`src/rtl/spr_line_sched.sv`:
```
// Per-scanline sprite scheduler: scans OAM in hblank, fetches pattern bytes for up to
// NUM_UNITS hits, then loads each render unit and arms draw_en on line_go.
module spr_line_sched #(
  parameter int NUM_UNITS   = 8,
  parameter int OAM_ENTRIES = 64,
  parameter int SPR_H       = 8
) (
  input  logic                 clk,
  input  logic                 rst_n,
  input  logic                 line_start,
  input  logic                 line_go,
  input  logic [7:0]           next_line,
  input  logic                 pt_sel,
  output logic [7:0]           oam_addr,
  input  logic [7:0]           oam_data,
  output logic                 pat_req,
  output logic [12:0]          pat_addr,
  input  logic                 pat_ack,
  input  logic [7:0]           pat_data,
  output logic [31:0]          rend_buf,
  output logic [NUM_UNITS-1:0] rend_now,
  output logic [NUM_UNITS-1:0] draw_en,
  output logic                 overflow,
  output logic                 late_err,
  output logic                 busy
);

  localparam int EW = $clog2(OAM_ENTRIES);
  localparam int CW = $clog2(NUM_UNITS + 1);
  localparam int SW = (NUM_UNITS > 1) ? $clog2(NUM_UNITS) : 1;

  localparam logic [2:0] S_IDLE  = 3'd0;
  localparam logic [2:0] S_EVAL  = 3'd1;
  localparam logic [2:0] S_FETCH = 3'd2;
  localparam logic [2:0] S_LOAD  = 3'd3;
  localparam logic [2:0] S_READY = 3'd4;

  logic [2:0]                      state_q, state_d;
  logic [7:0]                      line_q, line_d;
  logic [EW-1:0]                   ent_q, ent_d;
  logic [1:0]                      byte_q, byte_d;
  logic                            smp_q, smp_d;
  logic [CW-1:0]                   cnt_q, cnt_d;
  logic [SW-1:0]                   idx_q, idx_d;
  logic                            plane_q, plane_d;
  logic                            ldph_q, ldph_d;
  logic                            late_q, late_d;
  logic [NUM_UNITS-1:0][7:0]       tile_q, tile_d, attr_q, attr_d, xpos_q, xpos_d;
  logic [NUM_UNITS-1:0][7:0]       p0_q, p0_d, p1_q, p1_d;
  logic [NUM_UNITS-1:0][2:0]       diff_q, diff_d;
  logic [7:0]                      oam_addr_q, oam_addr_d;
  logic                            pat_req_q, pat_req_d;
  logic [12:0]                     pat_addr_q, pat_addr_d;
  logic [31:0]                     rend_buf_q, rend_buf_d;
  logic [NUM_UNITS-1:0]            rend_now_q, rend_now_d, draw_en_q, draw_en_d, mask_w;
  logic                            overflow_q, overflow_d, late_err_q, late_err_d;

  logic [7:0]    diff_w;
  logic          hit_w, last_ent, last_idx, eval_next, eval_done;
  logic [2:0]    row_w;
  logic [SW-1:0] sidx;
  logic [31:0]   word_w;

  assign diff_w   = line_q - oam_data;
  assign hit_w    = diff_w < 8'(SPR_H);
  assign last_ent = ent_q == EW'(OAM_ENTRIES - 1);
  assign last_idx = (CW'(idx_q) + CW'(1)) == cnt_q;
  assign sidx     = cnt_q[SW-1:0];
  // Vertical flip mirrors the row within the 8-row sprite.
  assign row_w    = attr_q[idx_q][7] ? ~diff_q[idx_q] : diff_q[idx_q];
  assign word_w   = {1'b0, attr_q[idx_q][6], attr_q[idx_q][5], 3'b000, attr_q[idx_q][1:0],
                     xpos_q[idx_q], p1_q[idx_q], p0_q[idx_q]};

  always_comb begin
    mask_w = '0;
    for (int i = 0; i < NUM_UNITS; i++) mask_w[i] = (i < int'(cnt_q));
  end

  always_comb begin
    state_d = state_q;  line_d = line_q;  ent_d = ent_q;  byte_d = byte_q;  smp_d = smp_q;
    cnt_d = cnt_q;  idx_d = idx_q;  plane_d = plane_q;  ldph_d = ldph_q;  late_d = late_q;
    tile_d = tile_q;  attr_d = attr_q;  xpos_d = xpos_q;  diff_d = diff_q;
    p0_d = p0_q;  p1_d = p1_q;  oam_addr_d = oam_addr_q;  pat_req_d = pat_req_q;
    pat_addr_d = pat_addr_q;  rend_buf_d = rend_buf_q;  rend_now_d = '0;
    draw_en_d = draw_en_q;  overflow_d = overflow_q;  late_err_d = 1'b0;
    eval_next = 1'b0;  eval_done = 1'b0;

    case (state_q)
      S_EVAL: begin
        // Alternate address cycle and data cycle: OAM returns data one cycle late.
        if (!smp_q) begin
          smp_d = 1'b1;
        end else begin
          smp_d = 1'b0;
          case (byte_q)
            2'd0: begin
              if (hit_w && cnt_q == CW'(NUM_UNITS)) begin
                overflow_d = 1'b1;
                eval_done  = 1'b1;
              end else if (hit_w) begin
                diff_d[sidx] = diff_w[2:0];
                byte_d       = 2'd1;
              end else begin
                eval_next = 1'b1;
              end
            end
            2'd1: begin tile_d[sidx] = oam_data; byte_d = 2'd2; end
            2'd2: begin attr_d[sidx] = oam_data; byte_d = 2'd3; end
            default: begin
              xpos_d[sidx] = oam_data;
              cnt_d        = cnt_q + CW'(1);
              eval_next    = 1'b1;
            end
          endcase
          if (eval_next) begin
            if (last_ent) eval_done = 1'b1;
            else begin
              ent_d  = ent_q + EW'(1);
              byte_d = 2'd0;
            end
          end
          if (eval_done) begin
            state_d = (cnt_d != '0) ? S_FETCH : S_READY;
            idx_d   = '0;
            plane_d = 1'b0;
          end
        end
        oam_addr_d = 8'({ent_d, byte_d});
      end
      S_FETCH: begin
        if (!pat_req_q) begin
          pat_req_d  = 1'b1;
          pat_addr_d = {pt_sel, tile_q[idx_q], plane_q, row_w};
        end else if (pat_ack) begin
          pat_req_d = 1'b0;
          plane_d   = ~plane_q;
          if (!plane_q) p0_d[idx_q] = pat_data;
          else begin
            p1_d[idx_q] = pat_data;
            if (last_idx) begin
              state_d = S_LOAD;
              idx_d   = '0;
              ldph_d  = 1'b0;
            end else begin
              idx_d = idx_q + SW'(1);
            end
          end
        end
      end
      S_LOAD: begin
        if (!ldph_q) begin
          rend_buf_d = word_w;
          ldph_d     = 1'b1;
        end else begin
          rend_now_d = NUM_UNITS'(1) << idx_q;
          ldph_d     = 1'b0;
          if (last_idx) state_d = S_READY;
          else          idx_d   = idx_q + SW'(1);
        end
      end
      S_READY: begin
        if (line_go) begin
          draw_en_d = late_q ? '0 : mask_w;
          state_d   = S_IDLE;
        end
      end
      default: ;
    endcase

    if (line_go && (state_q == S_EVAL || state_q == S_FETCH || state_q == S_LOAD)) begin
      late_err_d = 1'b1;
      late_d     = 1'b1;
    end

    if (line_start) begin
      state_d = S_EVAL;  line_d = next_line;  ent_d = '0;  byte_d = 2'd0;  smp_d = 1'b0;
      cnt_d = '0;  oam_addr_d = 8'd0;  pat_req_d = 1'b0;  rend_now_d = '0;
      draw_en_d = '0;  overflow_d = 1'b0;  late_d = 1'b0;  late_err_d = 1'b0;
    end
  end

  always_ff @(posedge clk or negedge rst_n) begin
    if (!rst_n) begin
      state_q <= S_IDLE;  line_q <= '0;  ent_q <= '0;  byte_q <= '0;  smp_q <= 1'b0;
      cnt_q <= '0;  idx_q <= '0;  plane_q <= 1'b0;  ldph_q <= 1'b0;  late_q <= 1'b0;
      tile_q <= '0;  attr_q <= '0;  xpos_q <= '0;  diff_q <= '0;  p0_q <= '0;  p1_q <= '0;
      oam_addr_q <= '0;  pat_req_q <= 1'b0;  pat_addr_q <= '0;  rend_buf_q <= '0;
      rend_now_q <= '0;  draw_en_q <= '0;  overflow_q <= 1'b0;  late_err_q <= 1'b0;
    end else begin
      state_q <= state_d;  line_q <= line_d;  ent_q <= ent_d;  byte_q <= byte_d;  smp_q <= smp_d;
      cnt_q <= cnt_d;  idx_q <= idx_d;  plane_q <= plane_d;  ldph_q <= ldph_d;  late_q <= late_d;
      tile_q <= tile_d;  attr_q <= attr_d;  xpos_q <= xpos_d;  diff_q <= diff_d;
      p0_q <= p0_d;  p1_q <= p1_d;  oam_addr_q <= oam_addr_d;  pat_req_q <= pat_req_d;
      pat_addr_q <= pat_addr_d;  rend_buf_q <= rend_buf_d;  rend_now_q <= rend_now_d;
      draw_en_q <= draw_en_d;  overflow_q <= overflow_d;  late_err_q <= late_err_d;
    end
  end

  assign oam_addr = oam_addr_q;
  assign pat_req  = pat_req_q;
  assign pat_addr = pat_addr_q;
  assign rend_buf = rend_buf_q;
  assign rend_now = rend_now_q;
  assign draw_en  = draw_en_q;
  assign overflow = overflow_q;
  assign late_err = late_err_q;
  assign busy     = (state_q != S_IDLE) && (state_q != S_READY);

endmodule

```
`config.mk`:
```
export PLATFORM = sky130hd
export DESIGN_NAME = spr_line_sched
export DESIGN_NICKNAME = d
export VERILOG_FILES = /design/src/rtl/spr_line_sched.sv
export SDC_FILE = /design/constraint.sdc
export NUM_CORES = 1
export LEC_CHECK = 0
export CAP_MARGIN = 25
export CORE_AREA = 4 4 195 197
export DETAILED_ROUTE_END_ITERATION = 8
export DIE_AREA = 0 0 199 201
export HOLD_SLACK_MARGIN = 0.05
export PLACE_DENSITY_LB_ADDON = 0.25
export SYNTH_ARGS = -nofsm -noshare
export SYNTH_HDL_FRONTEND = slang
export SYNTH_SLANG_ARGS = --single-unit
```
`constraint.sdc`:
```
create_clock -name clk -period 3.5 [get_ports clk]
set_input_delay 1.05 -clock clk [delete_from_list [all_inputs] [get_ports clk]]
set_output_delay 1.05 -clock clk [all_outputs]
set_load 0.005 [all_outputs]
```
==> results.md <==
* Status: complete, no violations
* Reg power frac at 0.473
* Top delay family on crit path: compound AO/OA/AOI/OAI gates
* Clock skew at 0.0157 ns
* Total GRT Usage at 0.239
* RSZ-0062 raised after global routing: no
* Full die area at 40,000 sq um
* Ys flop type: dfrtp_1
* Max-cap violation count at 0
* Routed WL per cell at 21.5 um
* Worst setup margin at 0.0564 ns
* Global route overflow at 0
* Critical Path Max Stage Delay at approximately 0.47 ns
* Max Buffers Root-to-Sink at 3
* # clock sinks at between 400 and 500
* Root Driver: clkbuf_16
* CTS tree: yes
* FILL cells at roughly 3,000
* CTS clk-pin slew, worst paths at 0.06 ns
* Measured slew at the worst slew-check pin at 0.973 ns
* Hpwl dp at 30,600 um
* Sw Pwr at 2.33 mW
* # DRC at 0
* Nets at ~1,700
* 1st-iter DRT viols at 743
* Peak VDD IR at about 0.35 mV
* Hold buffers post-CTS at 0
* N_diodes at 0
* Synth unique cells at a little over 60
* H-Tree Depth at 2
* First-pass GRT wire length at around 76,000 um
* Num CTS Buffers at 44
* Antenna violations before repair at 0
* IO Count at 103
* LEAKAGE at 9.83 nW
* Register area share after synthesis at 0.569
* Worst Setup Slack post-DPL at -0.797 ns
* Cell count after synthesis at 1,559
* Vias in the first global route at ~13,000
* Comb power frac at 0.061
* Hold WC Path Type: in2async
* Hold WS at 0.455 ns
* Ys async rst share at 1.00
* CP cell instances: clkdlybuf4s50_1, inv_2, fa_2, a21o_1, a2111o_1, o21ai_1, nand4_1, or3_4, buf_8, buf_4, mux2i_2, a211oi_1
* Synth area leaders: dfrtp_1 57%, mux2_2 13%, o21ai_0 3.9%
* Worst slew margin at 0.334
* First-pass iteration count of the detailed router at 5
* Via density at 5.93
* Final setup vio count at 0
* Die Y at 201 um
* Core area at 36,300 sq um
* Tmin final at 3.44 ns
* FF-to-FF path depth at 13
* Fmax at 0.290 GHz
* Die W at 199 um
* Initial Util at 0.497
* Buf+Inv Stages, Crit Path at 4
* Crit. End Element: register
* IO Port Bufs at 98
* Clock share of power at 0.466
* Post-synth top area share at 0.569
* Layout cell share with drive strength beyond 1 at 0.237
* Post-Syn Area at about 18,000 sq um
* Setup CP Type: in2reg
* Post-synth EDFFs at 0
* Setup crit start kind: primary input
* Util after Layout at 0.596
* Fin crit share at 0.984
* Rows at 70
* Arrival @ worst endpoint at 3.90 ns
* PwrDens at between 400 and 500 nW/um^2
* Setup repair bufs after CTS at 0
* Overall power at 10.4 mW
* Post-route antenna net violation count at 0
* Largest net degree at the start of global routing at 79
* Worst path depth at 12
* Area Growth Syn to Fin at 19.8%
* Biggest area consumer among synthesized cells: dfrtp_1
* Synth Register Bits at 410
* Max Slew Vio Count at 0
* Vias after detailed routing at 13,000
* WL final at 46,900 um
* Worst-Skew Late Latency at between 0.5 and 0.6 ns
* Final hold violations at 0
* Synth Warn # at 0
* Worst-path maximum fanout at 10
* Most numerous cell in the Yosys netlist: dfrtp_1
* Critical path's slowest cell: clkdlybuf4s50_1
* Gpl congestion at about 0.86
* Net Sw Frac at 0.224
* P_int at 8.05 mW
* CP required at between 3 and 4 ns
* Post-synth top cells: 410 x dfrtp_1, 203 x mux2_2, 181 x nand2_1, 142 x o21ai_0, 88 x clkbuf_1
* Syn avg cell area at 11.6 sq um
## per-stage QoR
step	cell area (sq um)	std cells	setup TNS, ns
4_1_cts	21600	2186	0
2_1_floorplan	18100	1562	0
5_1_grt	21600	2186	0
3_5_place_dp	20000	2106	-26.67
3_3_place_gp	20000	2106	-20.92
6_report	21600	2186	0
## repair_timing
item,in CTS,in global routing
resized for setup,11,3
setup endpoints to repair,32,25
endpoints found under the hold margin,0,0
pin swaps,6,0
## power by group through the flow
| stage | sequential [mW] | combinational [mW] | clock, mW |
|---|---|---|---|
| CTS | 4.91 | 0.638 | 4.93 |
| floorplan | 4.98 | 0.266 | 0 |
| finish | 4.91 | 0.632 | 4.83 |
| detailed placement | 5.00 | 0.632 | 0 |
| global route | 4.92 | 0.698 | 5.12 |
| global placement | 4.99 | 0.610 | 0 |
## per-layer routing
| metal | wire length, um | global-route usage | up-vias |
|---|---|---|---|
| met5 | 0 | 0 | - |
| li1 | - | - | 5902 |
| met4 | 1440 | 0.0782 | 0 |
| met1 | 20300 | 0.328 | 6635 |
| met3 | 2200 | 0.0378 | 96 |
| met2 | 23000 | 0.390 | 331 |
## cell type report
| cell class | instances | area (sq um) | area share |
|---|---|---|---|
| inverter | 33 | 124 | 0.00574 |
| clock buffer | 61 | 1220 | 0.0567 |
| timing repair buffer | 186 | 1740 | 0.0806 |
| multi-input combinational | 1009 | 7380 | 0.342 |
| clock inverter | 19 | 282 | 0.0130 |
| sequential | 410 | 10300 | 0.475 |
| tap | 468 | 586 | 0.0271 |
## layout by cell type, fill, tap and decap left out, types with 5 or more instances in the layout
| cell type | count |
|---|---|
| nor3_1 | 10 |
| and3_1 | 12 |
| clkdlybuf4s50_1 | 96 |
| xnor2_1 | 10 |
| o21a_1 | 28 |
| nor3_2 | 9 |
| nand3_1 | 12 |
| clkinv_2 | 8 |
| a22oi_1 | 59 |
| a221oi_1 | 46 |
| o21ai_0 | 142 |
| or3_1 | 5 |
| mux2_2 | 203 |
| nor3_4 | 8 |
| inv_1 | 28 |
| nor2_1 | 53 |
| bufinv_16 | 6 |
| a31oi_1 | 14 |
| buf_4 | 80 |
| xor2_1 | 5 |
| a21oi_1 | 31 |
| nand2_1 | 181 |
| nand4_1 | 34 |
| clkbuf_1 | 11 |
| clkbuf_8 | 6 |
| ha_1 | 17 |
| a22o_1 | 44 |
| mux2i_1 | 14 |
| buf_12 | 7 |
| clkbuf_16 | 44 |
| nor2b_1 | 5 |
| dfrtp_1 | 410 |
## kinds of logic (layout without fill, tap and decap cells)
| logic type | Yosys count | after routing | share of synthesized area |
|---|---|---|---|
| XOR/XNOR | 15 | 15 | 0.00728 |
| AO/OA/AOI/OAI | 392 | 392 | 0.146 |
| buffers and inverters | 143 | 299 | 0.0316 |
| AND/OR/NAND/NOR | 355 | 355 | 0.0926 |
| other | 1 | 4 | 0.000208 |
| flip-flops | 410 | 410 | 0.569 |
| adder cells (fa/ha/maj) | 21 | 21 | 0.0150 |
| multiplexers | 222 | 222 | 0.138 |
## registers in the layout, indices dropped and copies added, names as in the netlist, 3 cells and up
register and flops:
draw_en 8, p0_q 64, pat_addr 13, idx_q 3, p1_q 64, xpos_q 64, state_q 3, rend_buf 28
rend_now 8, ent_q 6, tile_q 64, cnt_q 4, line_q 8, attr_q 40, diff_q 24
## worst register-to-register path, delay by kind of cell, from the launching register on
kind	cells	cell delay, ns
AO/OA/AOI/OAI	4	0.93
AND/OR/NAND/NOR	2	0.54
adder cells (fa/ha/maj)	2	0.55
buffers and inverters	4	0.58
flip-flops	1	0.36
multiplexers	1	0.15
## path summary, 6_finish.rpt
check,start,to,slack [ns]
worst max-delay path,oam_data[1],state_q[2],0.06
worst min-delay path,rst_n,p0_q[24],0.45
worst max register to register,line_q[0],state_q[2],0.30
worst min register to register,draw_en[0],draw_en[0],0.48
max in group asynchronous,rst_n,pat_addr[7],2.17
min in group clk,draw_en[0],draw_en[0],0.48
No activity file was read; power rests on OpenSTA's default activity.
